[src/rtl/fifo_dir_pkg.sv]
// Shared types and constants for the bidirectional FIFO direction controller.
package fifo_dir_pkg;

  typedef enum logic [1:0] {
    ST_AB   = 2'd0,
    ST_BA   = 2'd1,
    ST_TURN = 2'd2
  } state_e;

  localparam logic DIR_AB = 1'b0;
  localparam logic DIR_BA = 1'b1;

  function automatic int unsigned cnt_w(input int unsigned addrsize);
    return addrsize + 1;
  endfunction

endpackage

[src/rtl/fifo_dir_ctrl_if.sv]
// Handshake and memory-port signals for both requester sides of fifo_dir_ctrl.
interface fifo_dir_ctrl_if #(
  parameter int unsigned ADDRSIZE = 4
);
  logic                a_push_req;
  logic                a_push_ack;
  logic                a_rvalid;
  logic                a_pop;
  logic                a_rinc;
  logic [ADDRSIZE-1:0] a_addr;
  logic                b_push_req;
  logic                b_push_ack;
  logic                b_rvalid;
  logic                b_pop;
  logic                b_rinc;
  logic [ADDRSIZE-1:0] b_addr;

  modport master (
    output a_push_req, a_pop, b_push_req, b_pop,
    input  a_push_ack, a_rvalid, a_rinc, a_addr,
    input  b_push_ack, b_rvalid, b_rinc, b_addr
  );

  modport slave (
    input  a_push_req, a_pop, b_push_req, b_pop,
    output a_push_ack, a_rvalid, a_rinc, a_addr,
    output b_push_ack, b_rvalid, b_rinc, b_addr
  );
endinterface

[src/rtl/fifo_dir_ptr.sv]
// Write/read pointers and fill count for the shared FIFO memory.
module fifo_dir_ptr
  import fifo_dir_pkg::*;
#(
  parameter int unsigned ADDRSIZE = 4
) (
  input  logic                         clk,
  input  logic                         rst_n,
  input  logic                         inc,
  input  logic                         dec,
  input  logic                         clr,
  output logic [ADDRSIZE-1:0]          wptr,
  output logic [ADDRSIZE-1:0]          rptr,
  output logic [cnt_w(ADDRSIZE)-1:0]   count,
  output logic                         full,
  output logic                         empty
);
  localparam int unsigned CW = cnt_w(ADDRSIZE);
  localparam logic [CW-1:0] DEPTH = {1'b1, {ADDRSIZE{1'b0}}};

  logic [ADDRSIZE-1:0] wptr_q, wptr_d, rptr_q, rptr_d;
  logic [CW-1:0]       count_q, count_d;

  always_comb begin
    wptr_d  = wptr_q;
    rptr_d  = rptr_q;
    count_d = count_q;
    if (clr) begin
      wptr_d  = '0;
      rptr_d  = '0;
      count_d = '0;
    end else begin
      if (inc) wptr_d = wptr_q + ADDRSIZE'(1);
      if (dec) rptr_d = rptr_q + ADDRSIZE'(1);
      case ({inc, dec})
        2'b10:   count_d = count_q + CW'(1);
        2'b01:   count_d = count_q - CW'(1);
        default: count_d = count_q;
      endcase
    end
  end

  always_ff @(posedge clk) begin
    if (!rst_n) begin
      wptr_q  <= '0;
      rptr_q  <= '0;
      count_q <= '0;
    end else begin
      wptr_q  <= wptr_d;
      rptr_q  <= rptr_d;
      count_q <= count_d;
    end
  end

  assign wptr  = wptr_q;
  assign rptr  = rptr_q;
  assign count = count_q;
  assign full  = (count_q == DEPTH);
  assign empty = (count_q == '0);
endmodule

[src/rtl/fifo_dir_ctrl.sv]
// Direction FSM, burst fairness and port muxing for a bidirectional FIFO memory.
module fifo_dir_ctrl
  import fifo_dir_pkg::*;
#(
  parameter int unsigned ADDRSIZE  = 4,
  parameter int unsigned BURST_MAX = 8
) (
  input  logic                       clk,
  input  logic                       rst_n,
  fifo_dir_ctrl_if.slave             bus,
  output logic                       dir,
  output logic [cnt_w(ADDRSIZE)-1:0] count
);
  localparam logic [7:0] BURST_LIM = 8'(BURST_MAX);

  state_e              state_q, state_d;
  logic                dir_q, dir_d;
  logic [7:0]          burst_q, burst_d;
  logic                inc, dec, clr, full, empty;
  logic [ADDRSIZE-1:0] wptr, rptr;
  logic                snd_is_b, snd_req, oth_req, rcv_pop, at_limit;
  logic                push_acc, pop_acc;

  fifo_dir_ptr #(.ADDRSIZE(ADDRSIZE)) u_ptr (
    .clk   (clk),
    .rst_n (rst_n),
    .inc   (inc),
    .dec   (dec),
    .clr   (clr),
    .wptr  (wptr),
    .rptr  (rptr),
    .count (count),
    .full  (full),
    .empty (empty)
  );

  always_comb begin
    state_d  = state_q;
    dir_d    = dir_q;
    burst_d  = burst_q;
    push_acc = 1'b0;
    pop_acc  = 1'b0;
    clr      = 1'b0;
    snd_is_b = (state_q == ST_BA);
    snd_req  = snd_is_b ? bus.b_push_req : bus.a_push_req;
    oth_req  = snd_is_b ? bus.a_push_req : bus.b_push_req;
    rcv_pop  = snd_is_b ? bus.a_pop      : bus.b_pop;
    at_limit = (burst_q == BURST_LIM);
    if (state_q == ST_TURN) begin
      clr     = 1'b1;
      dir_d   = (dir_q == DIR_AB) ? DIR_BA : DIR_AB;
      state_d = (dir_q == DIR_AB) ? ST_BA : ST_AB;
    end else begin
      // An exhausted burst with the other side waiting holds off the sender
      // so the buffer can drain to empty and the switch can happen.
      push_acc = snd_req & ~full & ~(at_limit & oth_req);
      pop_acc  = rcv_pop & ~empty;
      if (empty & ~push_acc & oth_req & (~snd_req | at_limit)) begin
        state_d = ST_TURN;
        burst_d = '0;
      end else if (push_acc & ~at_limit) begin
        burst_d = burst_q + 8'd1;
      end
    end
    inc = push_acc;
    dec = pop_acc;
  end

  always_ff @(posedge clk) begin
    if (!rst_n) begin
      state_q <= ST_AB;
      dir_q   <= DIR_AB;
      burst_q <= '0;
    end else begin
      state_q <= state_d;
      dir_q   <= dir_d;
      burst_q <= burst_d;
    end
  end

  always_comb begin
    bus.a_push_ack = 1'b0;
    bus.b_push_ack = 1'b0;
    bus.a_rvalid   = 1'b0;
    bus.b_rvalid   = 1'b0;
    bus.a_rinc     = 1'b0;
    bus.b_rinc     = 1'b0;
    bus.a_addr     = '0;
    bus.b_addr     = '0;
    case (state_q)
      ST_AB: begin
        bus.a_push_ack = push_acc;
        bus.a_addr     = wptr;
        bus.b_addr     = rptr;
        bus.b_rvalid   = ~empty;
        bus.b_rinc     = pop_acc;
      end
      ST_BA: begin
        bus.b_push_ack = push_acc;
        bus.b_addr     = wptr;
        bus.a_addr     = rptr;
        bus.a_rvalid   = ~empty;
        bus.a_rinc     = pop_acc;
      end
      default: ;
    endcase
  end

  assign dir = dir_q;
endmodule

[src/flat_wrapper.sv]
// flat-port wrapper written by rule: the top's interface ports become plain ports
module fifo_dir_ctrl_flat import fifo_dir_pkg::*;
#(
  parameter int unsigned ADDRSIZE  = 4,
  parameter int unsigned BURST_MAX = 8
)
  (clk, rst_n, dir, count, bus_a_push_req, bus_a_pop, bus_b_push_req, bus_b_pop, bus_a_push_ack, bus_a_rvalid, bus_a_rinc, bus_a_addr, bus_b_push_ack, bus_b_rvalid, bus_b_rinc, bus_b_addr);
  fifo_dir_ctrl_if #(.ADDRSIZE(ADDRSIZE)) bus_i ();
  input  logic clk;
  input  logic rst_n;
  output logic dir;
  output logic [cnt_w(ADDRSIZE)-1:0] count;
  input wire logic [$bits(bus_i.a_push_req)-1:0] bus_a_push_req;
  input wire logic [$bits(bus_i.a_pop)-1:0] bus_a_pop;
  input wire logic [$bits(bus_i.b_push_req)-1:0] bus_b_push_req;
  input wire logic [$bits(bus_i.b_pop)-1:0] bus_b_pop;
  output wire logic [$bits(bus_i.a_push_ack)-1:0] bus_a_push_ack;
  output wire logic [$bits(bus_i.a_rvalid)-1:0] bus_a_rvalid;
  output wire logic [$bits(bus_i.a_rinc)-1:0] bus_a_rinc;
  output wire logic [$bits(bus_i.a_addr)-1:0] bus_a_addr;
  output wire logic [$bits(bus_i.b_push_ack)-1:0] bus_b_push_ack;
  output wire logic [$bits(bus_i.b_rvalid)-1:0] bus_b_rvalid;
  output wire logic [$bits(bus_i.b_rinc)-1:0] bus_b_rinc;
  output wire logic [$bits(bus_i.b_addr)-1:0] bus_b_addr;
  assign bus_i.a_push_req = bus_a_push_req;
  assign bus_i.a_pop = bus_a_pop;
  assign bus_i.b_push_req = bus_b_push_req;
  assign bus_i.b_pop = bus_b_pop;
  assign bus_a_push_ack = bus_i.a_push_ack;
  assign bus_a_rvalid = bus_i.a_rvalid;
  assign bus_a_rinc = bus_i.a_rinc;
  assign bus_a_addr = bus_i.a_addr;
  assign bus_b_push_ack = bus_i.b_push_ack;
  assign bus_b_rvalid = bus_i.b_rvalid;
  assign bus_b_rinc = bus_i.b_rinc;
  assign bus_b_addr = bus_i.b_addr;
  fifo_dir_ctrl #(.ADDRSIZE(ADDRSIZE), .BURST_MAX(BURST_MAX)) u_core (.clk(clk), .rst_n(rst_n), .bus(bus_i), .dir(dir), .count(count));
endmodule
[config.mk]
export PLATFORM = sky130hd
export DESIGN_NAME = fifo_dir_ctrl_flat
export DESIGN_NICKNAME = d
export VERILOG_FILES = /design/src/rtl/fifo_dir_pkg.sv /design/src/rtl/fifo_dir_ctrl_if.sv /design/src/rtl/fifo_dir_ptr.sv /design/src/rtl/fifo_dir_ctrl.sv /design/src/flat_wrapper.sv
export SDC_FILE = /design/constraint.sdc
export NUM_CORES = 1
export LEC_CHECK = 0
export CAP_MARGIN = 5
export CORE_ASPECT_RATIO = 0.75
export CORE_MARGIN = 2
export CORE_UTILIZATION = 30
export CTS_BUF_LIST = sky130_fd_sc_hd__clkbuf_2 sky130_fd_sc_hd__clkbuf_4 sky130_fd_sc_hd__clkbuf_8
export DETAILED_ROUTE_END_ITERATION = 12
export PLACE_DENSITY_LB_ADDON = 0.12
export SYNTH_ARGS = -nofsm -noshare
export SYNTH_HDL_FRONTEND = slang
export SYNTH_SLANG_ARGS = --single-unit
export TNS_END_PERCENT = 50
[constraint.sdc]
create_clock -name clk -period 3.07 [get_ports clk]
set_input_delay 0.614 -clock clk [delete_from_list [all_inputs] [get_ports clk]]
set_output_delay 0.614 -clock clk [all_outputs]
set_load 0.01 [all_outputs]
==> results.sh <==
export IMPL_status="completed"
export IMPL_yosys_area_share_simple_pct=28.1
export IMPL_ys_ff_latch=24
export IMPL_yosys_warnings=0
export IMPL_io_pins=26
export IMPL_syn_cell_area_um2=1550
export IMPL_hp_class="register to register"
export IMPL_async_flop_share_pct=0
export IMPL_max_stage_delay_ns=0.54
export IMPL_rsz0062_at_grt="no"
export IMPL_synth_edf_count=0
export IMPL_cts_tree="done"
export IMPL_synth_xor_area_share_pct=5.66
export IMPL_grt_remaining_overflow=0
export IMPL_p_clk_share_pct=10.7
export IMPL_critPathMaxFanout=4
export IMPL_cts_root_buf="clkbuf_8"
export IMPL_clockBufferDepth=2
export IMPL_synth_compound_area_share_pct=17.2
export IMPL_crit_family="buffers and inverters"
export IMPL_die_area_um2=5750
export IMPL_diodes=0
export IMPL_clock_insertion_delay_worst_skew_ns=0.26
export IMPL_worstHoldStart="u_core.burst_q[7]$_SDFFE_PN0P_"
export IMPL_row_count=22
export IMPL_synth_top_family_by_area="simple AND/OR/NAND/NOR gates"
export IMPL_clk_pin_slew_ns=0.08
export IMPL_path_buf_inv=4
export IMPL_wl_per_cell_um=13.5
export IMPL_clkSinkCount=24
export IMPL_synth_ff_type="dfxtp_1"
export IMPL_crit_path_frequent_cell="clkdlybuf4s50_1"
export IMPL_cp_data_required_time_ns=2.46
export IMPL_core_um2=4930
export IMPL_totalWireLength_mm=3.86
export IMPL_cp_arrival_ns=2.31
export IMPL_grt_pass1_vias=1419
export IMPL_cts_buffers_inserted=3
export IMPL_cts_hold_fix_buffers=0
export IMPL_clock_fmax_mhz=342
export IMPL_grt_first_pass_wirelength_mm=6.45
export IMPL_hold_viol=0
export IMPL_cts_htree_levels=1
export IMPL_peakVddDrop_v=0.000365
export IMPL_drive_gt1_share_pct=13.7
export IMPL_setup_tns_ns=0
export IMPL_setup_viol=0
export IMPL_p_comb_share_pct=61.3
export IMPL_first_pass_iters=4
export IMPL_start_util_pct=31.4
export IMPL_drv_cap=0
export IMPL_syn_avg_cell_area_um2=8.01
export IMPL_crit_slowest_cell="clkdlybuf4s50_1"
export IMPL_crit_start="bus_a_push_req"
export IMPL_fin_crit_ns=2.93
export IMPL_globalplace_congestion=0.856
export IMPL_grt_max_degree=18
export IMPL_netSwitchingPower_uw=740
export IMPL_die_x_um=86.9
export IMPL_setup_slack_ns=0.143
export IMPL_antenna_found_initial=0
export IMPL_finalClockSkew_ns=0.00246
export IMPL_post_dp_hpwl_mm=2.91
export IMPL_path_cells="clkdlybuf4s50_1, inv_1, a221oi_2, o21ai_2, buf_4, nor2_1, clkdlybuf4s50_1"
export IMPL_p_leak_nw=0.833
export IMPL_slew_headroom_pct=69.9
export IMPL_tightestPinTransition_ns=0.449
export IMPL_postRouteAntennaNets=0
export IMPL_area_growth_pct=30.5
export IMPL_vias_per_cell=5.19
export IMPL_yosysUniqueCellTypes=43
export IMPL_synth_fa_ha_area_share_pct=5.66
export IMPL_min_period_over_period_pct=95.3
export IMPL_port_buffers=25
export IMPL_fin_util_pct=41.0
export IMPL_end_kind="output pin"
export IMPL_internal_power_uw=957
export IMPL_regToRegStartpoint="u_core.burst_q[0]$_SDFFE_PN0P_"
export IMPL_powerDensity_nw_per_um2=841
export IMPL_drc=0
export IMPL_synth_mux_area_share_pct=7.12
export IMPL_fp_dieH_um=66.2
export IMPL_grt_use_total_pct=14.0
export IMPL_seq_power_share_pct=28.0
export IMPL_num_vias=1485
export IMPL_synth_seq_area_share_pct=31.1
export IMPL_synthesis_nets=206
export IMPL_setup_worst_path_class="primary input to output pin"
export IMPL_dr_first_iter_drc_count=111
export IMPL_place_ws_ns=-0.169
export IMPL_netSwitchingFraction_pct=43.6
export IMPL_report_final_slew_viol_count=0
export IMPL_finalNetCount=241
export IMPL_synth_cells=193
export IMPL_critPathLaunchType="primary input"
==> flip-flops by register name, indices dropped and copies added (netlist names) <==
| name | flops |
|---|---|
| u_core.burst_q | 8 |
| u_core.dir | 1 |
| u_core.state_q | 2 |
| u_core.u_ptr.count | 5 |
| u_core.u_ptr.rptr | 4 |
| u_core.u_ptr.wptr | 4 |
==> power by group through the flow <==
stage	Sequential, mW	Combinational (mW)	Clock, mW
floorplan	0.447	0.662	0
global placement	0.477	0.993	0
detailed placement	0.481	1.01	0
CTS	0.475	1.03	0.192
global route	0.492	1.14	0.205
finish	0.476	1.04	0.181
==> worst paths after layout <==
path	end	depth (start not counted)	slack, ns
max	bus_b_push_ack	7	0.14
min	u_core.burst_q[7]$_SDFFE_PN0P_	2	0.50
max reg2reg	u_core.u_ptr.count[4]$_SDFFE_PP0P_	15	0.27
min reg2reg	u_core.burst_q[7]$_SDFFE_PN0P_	2	0.50
==> final cells by class <==
class / count / area [µm²]
Fill cell: 521 / 2910
Multi-Input combinational cell: 151 / 1020
Sequential cell: 24 / 480
Timing Repair Buffer: 42 / 380
Tap cell: 60 / 75.1
Clock buffer: 3 / 41.3
Inverter: 6 / 22.5
==> placed cells by master, fill, tap and decap left out, types with 2 or more instances in the layout <==
master            n
nand2b_1          8
nor2b_1           2
ha_1              7
a31oi_1           2
xor2_1            9
a21oi_1          12
o22ai_1           4
clkdlybuf4s50_1  24
nand2_1          15
buf_4            17
or3_1             2
o21a_1            3
and2_1            3
inv_1             6
nand3_1           8
dfxtp_1          24
o211ai_1          2
clkbuf_8          3
o21ai_2           2
nor3b_1           2
o32ai_1           4
nor3_1            3
a21oi_2           2
mux2i_1          11
nor2_1           25
and3_1            5
nand4_1           3
o21ai_0           2
==> Yosys cell counts, types with 4 or more instances <==
| master | instances | share of area (%) |
|---|---|---|
| a21oi_1 | 13 | 4.2 |
| and3_1 | 5 | 2.0 |
| buf_2 | 4 | 1.3 |
| clkbuf_1 | 5 | 1.2 |
| dfxtp_1 | 24 | 31 |
| ha_1 | 7 | 5.7 |
| inv_1 | 6 | 1.5 |
| mux2i_1 | 11 | 7.1 |
| nand2_1 | 15 | 3.6 |
| nand2b_1 | 8 | 3.2 |
| nand3_1 | 8 | 2.6 |
| nor2_1 | 25 | 6.1 |
| o22ai_1 | 4 | 1.6 |
| o32ai_1 | 4 | 2.3 |
| xor2_1 | 9 | 5.1 |
==> metal layers <==
metal | wire length (µm) | track usage, %
met5 | 0 | 0
met3 | 105 | 3.50
met2 | 1870 | 24.2
met4 | 24 | 3.13
met1 | 1860 | 17.6
==> what timing repair did <==
action / CTS / global route
pin swaps: 0 / 0
endpoints found under the setup margin: 1 / 4
gates resized for setup: 1 / 6
setup buffers: 0 / 0
==> worst register-to-register path, cell delays in order (launching register included) <==
cell      delay, ns
dfxtp_1        0.37
inv_1          0.10
ha_1           0.15
nor4b_4        0.22
nand3_1        0.17
o21ai_2        0.17
nand2b_1       0.14
ha_1           0.19
xor2_1         0.16
ha_1           0.18
a21oi_2        0.04
buf_4          0.16
o22ai_1        0.15
a21oi_1        0.10
or3_1          0.32
a21oi_1        0.13
==> metrics by stage <==
step                      area, µm²  power (mW)  hold WS [ns]  std cells
after floorplan                1550        1.11         0.457        193
after global placement         1950        1.47         0.476        283
after detailed placement       1950        1.50         0.487        283
after CTS                      1990        1.69         0.501        286
after global routing           2020        1.84         0.529        286
final                          2020        1.70         0.502        286
==> logic make-up after synthesis <==
logic type,after synthesis
AOI/OAI and AO/OA,40
xor gates and xnor gates,10
buffers and inverters,18
adders and majority gates,7
and+or+nand+nor,83
DFF,24
muxes,11
(Power assumes the default switching activity.)
